<file path="src/rtl/jaa_pkg.sv">
// Shared definitions for the bytecode fetch path: opcode constants, halt opcode
// list and the fetch FSM state encoding.
package jaa_pkg;

  typedef enum logic [2:0] {
    ST_IDLE    = 3'd0,
    ST_ISSUE   = 3'd1,
    ST_CAPT    = 3'd2,
    ST_PRESENT = 3'd3,
    ST_HALT    = 3'd4
  } state_t;

  localparam logic [7:0] OP_BIPUSH  = 8'h10;
  localparam logic [7:0] OP_ILOAD   = 8'h15;
  localparam logic [7:0] OP_ISTORE  = 8'h36;
  localparam logic [7:0] OP_SIPUSH  = 8'h11;
  localparam logic [7:0] OP_IINC    = 8'h84;
  localparam logic [7:0] OP_IRETURN = 8'hAC;
  localparam logic [7:0] OP_RETURN  = 8'hB1;

  localparam int N_HALT_OPS = 2;
  localparam logic [7:0] HALT_OPS [N_HALT_OPS] = '{OP_IRETURN, OP_RETURN};

  function automatic logic is_halt_op(input logic [7:0] op);
    logic hit;
    hit = 1'b0;
    for (int i = 0; i < N_HALT_OPS; i++) begin
      if (op == HALT_OPS[i]) hit = 1'b1;
    end
    return hit;
  endfunction

endpackage

</file>
<file path="src/rtl/jaa_bc_len.sv">
// Opcode classifier: number of operand bytes that follow, and whether the
// opcode ends the program. Opcodes not listed take no operands.
module jaa_bc_len
  import jaa_pkg::*;
(
  input  logic [7:0] opcode_i,
  output logic [1:0] nargs_o,
  output logic       is_halt_o
);

  always_comb begin
    nargs_o = 2'd0;
    unique case (opcode_i)
      OP_BIPUSH, OP_ILOAD, OP_ISTORE: nargs_o = 2'd1;
      OP_SIPUSH, OP_IINC:             nargs_o = 2'd2;
      default:                        nargs_o = 2'd0;
    endcase
  end

  assign is_halt_o = is_halt_op(opcode_i);

endmodule

</file>
<file path="src/rtl/bytecode_fetch.sv">
// Fetches bytecode from a registered-read ROM, gathers operand bytes and
// presents one complete instruction at a time on a valid/ready port.
module bytecode_fetch
  import jaa_pkg::*;
#(
  parameter int DATA_WIDTH = 8,
  parameter int ADDR_WIDTH = 6
) (
  input  logic                  clk,
  input  logic                  rst_n,
  input  logic                  start,
  output logic [ADDR_WIDTH-1:0] rom_addr,
  input  logic [DATA_WIDTH-1:0] rom_data,
  output logic                  bc_valid,
  input  logic                  bc_ready,
  output logic [7:0]            bc_opcode,
  output logic [15:0]           bc_operand,
  output logic [1:0]            bc_nargs,
  output logic [ADDR_WIDTH-1:0] bc_pc,
  output logic                  done,
  output logic                  err,
  output logic [2:0]            dbg_state
);

  // Handshake: bc_valid is high only in PRESENT and the payload is frozen there;
  // a transfer happens on a rising edge with bc_valid and bc_ready both high.

  localparam logic [ADDR_WIDTH-1:0] PC_MAX = {ADDR_WIDTH{1'b1}};

  state_t                state_q, state_d;
  logic [ADDR_WIDTH-1:0] pc_q, pc_d;
  logic [7:0]            opcode_q, opcode_d;
  logic [15:0]           operand_q, operand_d;
  logic [1:0]            nargs_q, nargs_d;
  logic [ADDR_WIDTH-1:0] bcpc_q, bcpc_d;
  logic [1:0]            rem_q, rem_d;
  logic                  op_phase_q, op_phase_d;
  logic                  halt_q, halt_d;
  logic                  done_q, done_d;
  logic                  err_q, err_d;

  logic [7:0] rom_byte;
  logic [1:0] len_nargs;
  logic       len_halt;
  logic [1:0] rem_next;

  assign rom_byte = rom_data[7:0];

  jaa_bc_len u_len (
    .opcode_i  (rom_byte),
    .nargs_o   (len_nargs),
    .is_halt_o (len_halt)
  );

  always_comb begin
    state_d    = state_q;
    pc_d       = pc_q;
    opcode_d   = opcode_q;
    operand_d  = operand_q;
    nargs_d    = nargs_q;
    bcpc_d     = bcpc_q;
    rem_d      = rem_q;
    op_phase_d = op_phase_q;
    halt_d     = halt_q;
    done_d     = done_q;
    err_d      = err_q;
    rem_next   = rem_q;

    unique case (state_q)
      ST_IDLE: begin
        if (start) begin
          pc_d       = '0;
          op_phase_d = 1'b1;
          state_d    = ST_ISSUE;
        end
      end

      ST_ISSUE: state_d = ST_CAPT;

      ST_CAPT: begin
        if (op_phase_q) begin
          opcode_d  = rom_byte;
          bcpc_d    = pc_q;
          nargs_d   = len_nargs;
          halt_d    = len_halt;
          operand_d = 16'h0000;
          rem_next  = len_nargs;
        end else begin
          operand_d = {operand_q[7:0], rom_byte};
          rem_next  = rem_q - 2'd1;
        end
        rem_d      = rem_next;
        op_phase_d = 1'b0;
        if (rem_next != 2'd0) begin
          // An operand byte past the end of the ROM is an overrun, not a wrap.
          if (pc_q == PC_MAX) begin
            err_d   = 1'b1;
            done_d  = 1'b1;
            state_d = ST_HALT;
          end else begin
            pc_d    = pc_q + 1'b1;
            state_d = ST_ISSUE;
          end
        end else begin
          state_d = ST_PRESENT;
        end
      end

      ST_PRESENT: begin
        if (bc_ready) begin
          if (halt_q) begin
            done_d  = 1'b1;
            state_d = ST_HALT;
          end else if (pc_q == PC_MAX) begin
            err_d   = 1'b1;
            done_d  = 1'b1;
            state_d = ST_HALT;
          end else begin
            pc_d       = pc_q + 1'b1;
            op_phase_d = 1'b1;
            state_d    = ST_ISSUE;
          end
        end
      end

      ST_HALT: state_d = ST_HALT;

      default: state_d = ST_IDLE;
    endcase
  end

  always_ff @(posedge clk or negedge rst_n) begin
    if (!rst_n) begin
      state_q    <= ST_IDLE;
      pc_q       <= '0;
      opcode_q   <= '0;
      operand_q  <= '0;
      nargs_q    <= '0;
      bcpc_q     <= '0;
      rem_q      <= '0;
      op_phase_q <= 1'b1;
      halt_q     <= 1'b0;
      done_q     <= 1'b0;
      err_q      <= 1'b0;
    end else begin
      state_q    <= state_d;
      pc_q       <= pc_d;
      opcode_q   <= opcode_d;
      operand_q  <= operand_d;
      nargs_q    <= nargs_d;
      bcpc_q     <= bcpc_d;
      rem_q      <= rem_d;
      op_phase_q <= op_phase_d;
      halt_q     <= halt_d;
      done_q     <= done_d;
      err_q      <= err_d;
    end
  end

  assign rom_addr   = pc_q;
  assign bc_valid   = (state_q == ST_PRESENT);
  assign bc_opcode  = opcode_q;
  assign bc_operand = operand_q;
  assign bc_nargs   = nargs_q;
  assign bc_pc      = bcpc_q;
  assign done       = done_q;
  assign err        = err_q;
  assign dbg_state  = state_q;

endmodule
</file>
<file path="config.mk">
export PLATFORM = sky130hd
export DESIGN_NAME = bytecode_fetch
export DESIGN_NICKNAME = d
export VERILOG_FILES = /design/src/rtl/jaa_pkg.sv /design/src/rtl/jaa_bc_len.sv /design/src/rtl/bytecode_fetch.sv
export SDC_FILE = /design/constraint.sdc
export NUM_CORES = 1
export LEC_CHECK = 0
export ABC_AREA = 1
export CAP_MARGIN = 20
export CORE_ASPECT_RATIO = 0.75
export CORE_UTILIZATION = 45
export DETAILED_ROUTE_END_ITERATION = 16
export PLACE_DENSITY = 0.75
export RECOVER_POWER = 100
export SYNTH_ARGS = -nofsm -noshare
export SYNTH_HDL_FRONTEND = slang
export SYNTH_HIERARCHICAL = 1
export SYNTH_SLANG_ARGS = --single-unit
</file>
<file path="constraint.sdc">
create_clock -name clk -period 2.2 [get_ports clk]
set_clock_uncertainty 0.2 [all_clocks]
set_input_delay 0.44 -clock clk [delete_from_list [all_inputs] [get_ports clk]]
set_output_delay 0.44 -clock clk [all_outputs]
set_load 0.02 [all_outputs]
</file>
Word-level counts from Yosys, hierarchy flattened

Cells that the tools add are included.

Bits in registers: 47
Output and inout bits: 44

Add/sub/neg operators: 2
Equality and inequality tests: 17
Mux-type cells: 33
Reductions and logical operators: 12

Operator list:

| kind                  | count |
|---|---|
| $mux W6               | 5 |
| $eq A8 B5 Y1 const B  | 3 |
| $eq A8 B8 Y1 const B  | 3 |
| $pmux W6 S3           | 1 |
| $mux W16              | 1 |
| $mux W3               | 5 |
| $pmux W3 S5           | 1 |
| $mux W1               | 14 |
| $reduce_and A5 Y1     | 2 |
| $eq A8 B6 Y1 const B  | 1 |
| $ne A2 B2 Y1 const B  | 4 |
| $add A6 B1 Y6 const B | 1 |
| $eq A3 B2 Y1 const B  | 2 |
| $eq A6 B6 Y1 const B  | 1 |
| $mux W2               | 2 |
| $pmux W1 S2           | 2 |
| $pmux W2 S2           | 1 |
| $reduce_and A2 Y1     | 2 |
| $reduce_and A4 Y1     | 1 |
| $reduce_bool A2 Y1    | 2 |
| $eq A3 B1 Y1 const B  | 1 |
| $eq A3 B3 Y1 const B  | 1 |
| $logic_not A3 Y1      | 1 |
| $pmux W1 S3           | 1 |
| other kinds (6)       | 6 |

Logic depth before layout (Yosys ltp)

Word-level depth: 8
Gate-level depth with buffers: 14
Gate-level depth less buffers: 14

By module

The synthesis kept the hierarchy.

Modules (own cells, without submodules):

| module         | instances | cells each | area each (um^2) | sequential area each (um^2) |
|---|---|---|---|---|
| bytecode_fetch | 1         | 233        | 2,152.1          | 1,177.4 |
| jaa_bc_len     | 1         | 36         | 148.9            | 0.0 |

Least setup slack after synthesis

No wires, ideal clock.

Path type: input to register
Start: input rom_data[7]
End: register pc_q[0] (netlist: rom_addr[0])
Library setup time: 65 ps
Data arrival time: 1,483 ps
Data required time: 1,935 ps
Path slack: 452 ps
Stages: 13
Buffers on the path: 0
Cell sequence: nor2_1 > nand2_1 > nor2_2 > nand2_1 > nand2_1 > nand2_1 > o21ai_0 > nor2_1 > nand2_1 > nand2_1 > nor2_2 > nand2_1 > nand2_1

Cells in the longest elaborated chain, start to end: 8
Elaborated cells between the ends (all ways): 13
Those cells by class: 6 x eq/ne; 3 x mux; 4 x reduce/logical

RTL lines:

| what                                                 | RTL line              | text |
|---|---|---|
| start: declaration                                   | bytecode_fetch.sv:13  | `input logic [DATA_WIDTH-1:0] rom_data,` |
| $eq A8 B5 Y1, or another cell as far along           | jaa_bc_len.sv:13      | `unique case (opcode_i)` |
| $reduce_or A3 Y1 or $reduce_or A2 Y1 (tied branches) | jaa_bc_len.sv:13      |  |
| $pmux W2 S2 *                                        | jaa_bc_len.sv:13      |  |
| via len_nargs[0]                                     | bytecode_fetch.sv:43  | `logic [1:0] len_nargs;` |
| $mux W2 *                                            | bytecode_fetch.sv:81  | `if (op_phase_q) begin` |
| $mux W2 *                                            | bytecode_fetch.sv:69  | `unique case (state_q)` |
| $reduce_bool A2 Y1 *                                 | bytecode_fetch.sv:94  | `if (rem_next != 2'd0) begin` |
| $ne A2 B2 Y1 (no line) *                             | --                    |  |
| $reduce_and A5 Y1 (no line) *                        | --                    |  |
| end signal: assignment                               | bytecode_fetch.sv:147 | `pc_q <= pc_d;` |
| end: declaration                                     | bytecode_fetch.sv:31  | `logic [ADDR_WIDTH-1:0] pc_q, pc_d;` |

The timed path passes the listed nets; every way through them passes the cells marked *. The select of a mux whose other input is x is not followed.
A chain may end at the register's enable or synchronous reset.

Worst setup path in the final report

Start: register pc_q[0] (netlist: rom_addr[0])
End: output rom_addr[0]

RTL lines:

| what             | RTL line             | text |
|---|---|---|
| end: declaration | bytecode_fetch.sv:12 | `output logic [ADDR_WIDTH-1:0] rom_addr,` |

No word-level cell between the ends.

==> summary.md <==
| Metric | Value |
|---|---|
| Run status | finished with violations |
| Violated checks | design-rule violations |
| Worst r2r src | dbg_state[2]$_DFFE_PN0P_ |
| Final cell count without fillers | ~410 |
| Core footprint | 4900 um^2 |
| Internal power | about 0.0024 W |
| First-pass detailed-route iteration total | 10 |
| Fin. Hold Viols | 0 |
| Max-cap violations | 0 |
| Die area | between 5000 and 6000 um^2 |
| Crit path capture type | primary output |
| Pwr Density | 1310 nW/um^2 |
| Peak Freq | 476 MHz |
| Worst slew pin tran | a little over 600 ps |
| Flop pwr share | 34.6% |
| Post-DP HPWL | between 3 and 4 mm |
| Switching part of the total | 42.9% |
| Avg WL per Cell | around 13 um |
| Worst-path fanout max | 7 |
| Root buffer cell | clkbuf_8 |
| Total track usage | 21.7% |
| Switching pwr | 0.00178 W |
| CP Cell Sequence | clkdlybuf4s50_1 |
| Kind of critical path | flip-flop to primary output |
| Worst setup endpoint | rom_addr[0] |
| Synth Instances | around 270 |
| Vias per cell | between 5 and 6 |
| # H-tree levels | 2 |
| Cell family with most CP delay | buffers and inverters |
| Mean Syn Cell Area | 8.55 um^2 |
| Antenna diode count | 0 |
| Longest Clk Path Bufs | 2 |
| Number of global-route vias before repair | about 1900 |
| Final Max Tran Viols | 0 |
| Setup crit start | rom_addr[0]$_DFFE_PN0P_ |
| Multi-input logic area | about 930 um^2 |
| Initial Util | 47.0% |
| Hold WS | ~270 ps |
| First-pass GRT wire length | 9.12 mm |
| Hold Crit Class | flip-flop to flip-flop |
| Worst skew pair latency | 300 ps |
| CP startpoint kind | flip-flop |
| Clock share of power | 15.8% |
| Final wirelength | roughly 5.4 mm |
| Vias | a little over 2000 |
| R2R Setup Slk | 220 ps |
| Largest net degree at the start of global routing | 26 |
| DRC viols | 1 |
| Gpl congestion | around 0.91 |
| Ratio of cells with drive above 1 in the final layout | between 10% and 20% |
| Initial detailed-routing violation count | roughly 140 |
| Combinational power share | 49.7% |
| Synthesized area | ~2300 um^2 |
| Crit-path slowest cell | clkdlybuf4s50_1 |
| Synth-to-Final Area Change | 37.6% |
| FF-to-FF path depth | 6 |
| Max IR drop VDD | approximately 770 uV |
| Fin crit period | about 2100 ps |
| Synthesized Nets | 282 |
| CP peak stage delay | approximately 670 ps |
| Yosys warns | 6 |
| ANT nets after route | 0 |
| Clk sinks | 47 |
| P_leak | 1.67 nW |
| Slew HR | 59.1% |
| Die X | 84.6 um |
| CP arrival | approximately 1500 ps |
| CTS tree | done |
| Post-placement cell count | 398 |
| Floorplan row count | 22 |
| Yosys reg bits | 47 |
| Post-layout util | between 60% and 70% |
| Critical Path RT | approximately 1600 ps |
| Total gr overflow | 0 |
| # fillers | approximately 420 |
| CTS buffer count | 5 |
| RR Endpoint | bc_opcode[2]$_DFFE_PN0P_ |
| Seq. cell area | between 1000 and 1500 um^2 |
| Boundary Pins | 56 |
| Clock slew at reported path FFs | approximately 80 ps |
| Worst Path Buf+Inv | 1 |
| Synth unique cells | 28 |
| Levels on crit path | 1 |
| Initial antenna violation count | 0 |
| Net count reported at finish | 360 |
| Die Ht | roughly 64 um |
| Seq/Total Area, Yosys | between 50 and 60% |
| Pwr Total | a little over 0.004 W |
| PortBufs | 55 |
| Fin crit share | between 90% and 100% |
| Setup Viol. Count Final | 0 |
==> flip-flops by register name, summed over array words and instances (netlist names) <==
signal      count
bc_opcode       8
rem_q           2
bc_pc           6
bc_operand     16
dbg_state       3
rom_addr        6
err             1
done            1
bc_nargs        2
halt_q          1
op_phase_q      1
==> kinds of logic (layout without fill, tap and decap cells) <==
kind of cell | after synthesis | count (layout) | share of synthesized area [%]
simple gates | 135 | 135 | 25.8
fa+ha+maj | 1 | 1 | 0.544
buf+inv | 43 | 122 | 7.56
xor+xnor | 1 | 1 | 0.381
flops | 47 | 47 | 51.2
compound gates | 31 | 31 | 7.88
mux | 11 | 11 | 6.69
==> final cells by class <==
class / instances / area share [%]
flip-flops and latches: 47 / 37.2
inverters: 36 / 4.31
repair buffers: 78 / 23.0
well taps: 60 / 2.37
clock inverters: 2 / 1.11
multi-input cells: 179 / 29.4
clock buffers: 6 / 2.61
==> stage by stage <==
step	area [um^2]	TNS (ps)	setup WS, ps
3_3_place_gp	3060	-1870	-220
4_1_cts	3180	0	58.2
5_1_grt	3170	-142	-47.0
2_1_floorplan	2300	0	452
3_5_place_dp	3060	-2140	-252
6_report	3170	0	101
==> power groups by stage <==
stage,registers [W],logic (W),clock network (W)
3_5_place_dp,0.00147,0.00223,0
6_report,0.00143,0.00206,0.000653
4_1_cts,0.00146,0.00224,0.000667
2_1_floorplan,0.00176,0.00103,0
3_3_place_gp,0.00145,0.00220,0
5_1_grt,0.00149,0.00226,0.000709
==> layout by cell type (no fill, tap or decap), types with 2 or more instances in the layout <==
cell type	netlist	layout
nand2_1	82	81
dfrtp_1	46	46
dlygate4sd3_1	0	41
inv_1	31	32
buf_4	0	19
o21ai_0	18	18
nor2_1	20	18
nand3_1	14	14
mux2_1	0	8
o31ai_1	8	8
clkdlybuf4s50_1	0	8
nor2_2	5	6
nand4_1	6	6
clkbuf_8	0	6
dlymetal6s2s_1	0	5
inv_2	4	3
nand2_2	2	3
a21oi_1	3	3
mux2_2	3	3
clkbuf_2	0	3
nor2_4	1	2
nand2_4	2	2
==> worst min path at each step <==
stage	from	end	slack, ps	cells past startpoint
floorplan	rst_n	bc_nargs[0]$_DFFE_PN0P_	-60	0
global placement	done$_DFFE_PN0P_	done$_DFFE_PN0P_	260	2
detailed placement	done$_DFFE_PN0P_	done$_DFFE_PN0P_	260	2
CTS	done$_DFFE_PN0P_	done$_DFFE_PN0P_	280	2
global route	bc_operand[13]$_DFFE_PN0N_	bc_operand[13]$_DFFE_PN0N_	310	2
finish	done$_DFFE_PN0P_	done$_DFFE_PN0P_	270	2
==> what timing repair did <==
action,CTS,global route
setup buffers,0,1
endpoints found under the setup margin,1,10
hold buffers,1,0
gates resized for setup,1,9
cloned,0,0
pin swaps,0,3
endpoints found under the hold margin,23,0
==> routing by layer <==
| metal | track usage [%] | wire [um] |
|---|---|---|
| met3 | 5.04 | 216 |
| met2 | 32.1 | 2460 |
| met5 | 0 | 0 |
| met1 | 31.6 | 2680 |
| met4 | 6.99 | 31 |
==> cell usage after synthesis (all sizes together) <==
library cell,count,area (um^2)
nand4,6,37.5
nand3,15,80.1
dfstp,1,26.3
clkbuf,4,15.0
nand3b,1,7.51
nor3b,1,7.51
xor2,1,8.76
nand2,86,343
o21bai,1,7.51
o21ai,18,90.1
ha,1,12.5
o31ai,8,60.1
nor2,26,118
inv,36,138
a21oi,3,15.0
o311ai,1,8.76
mux2,11,154
dfrtp,46,1150
buf,3,21.3
(Power assumes the default switching activity.)
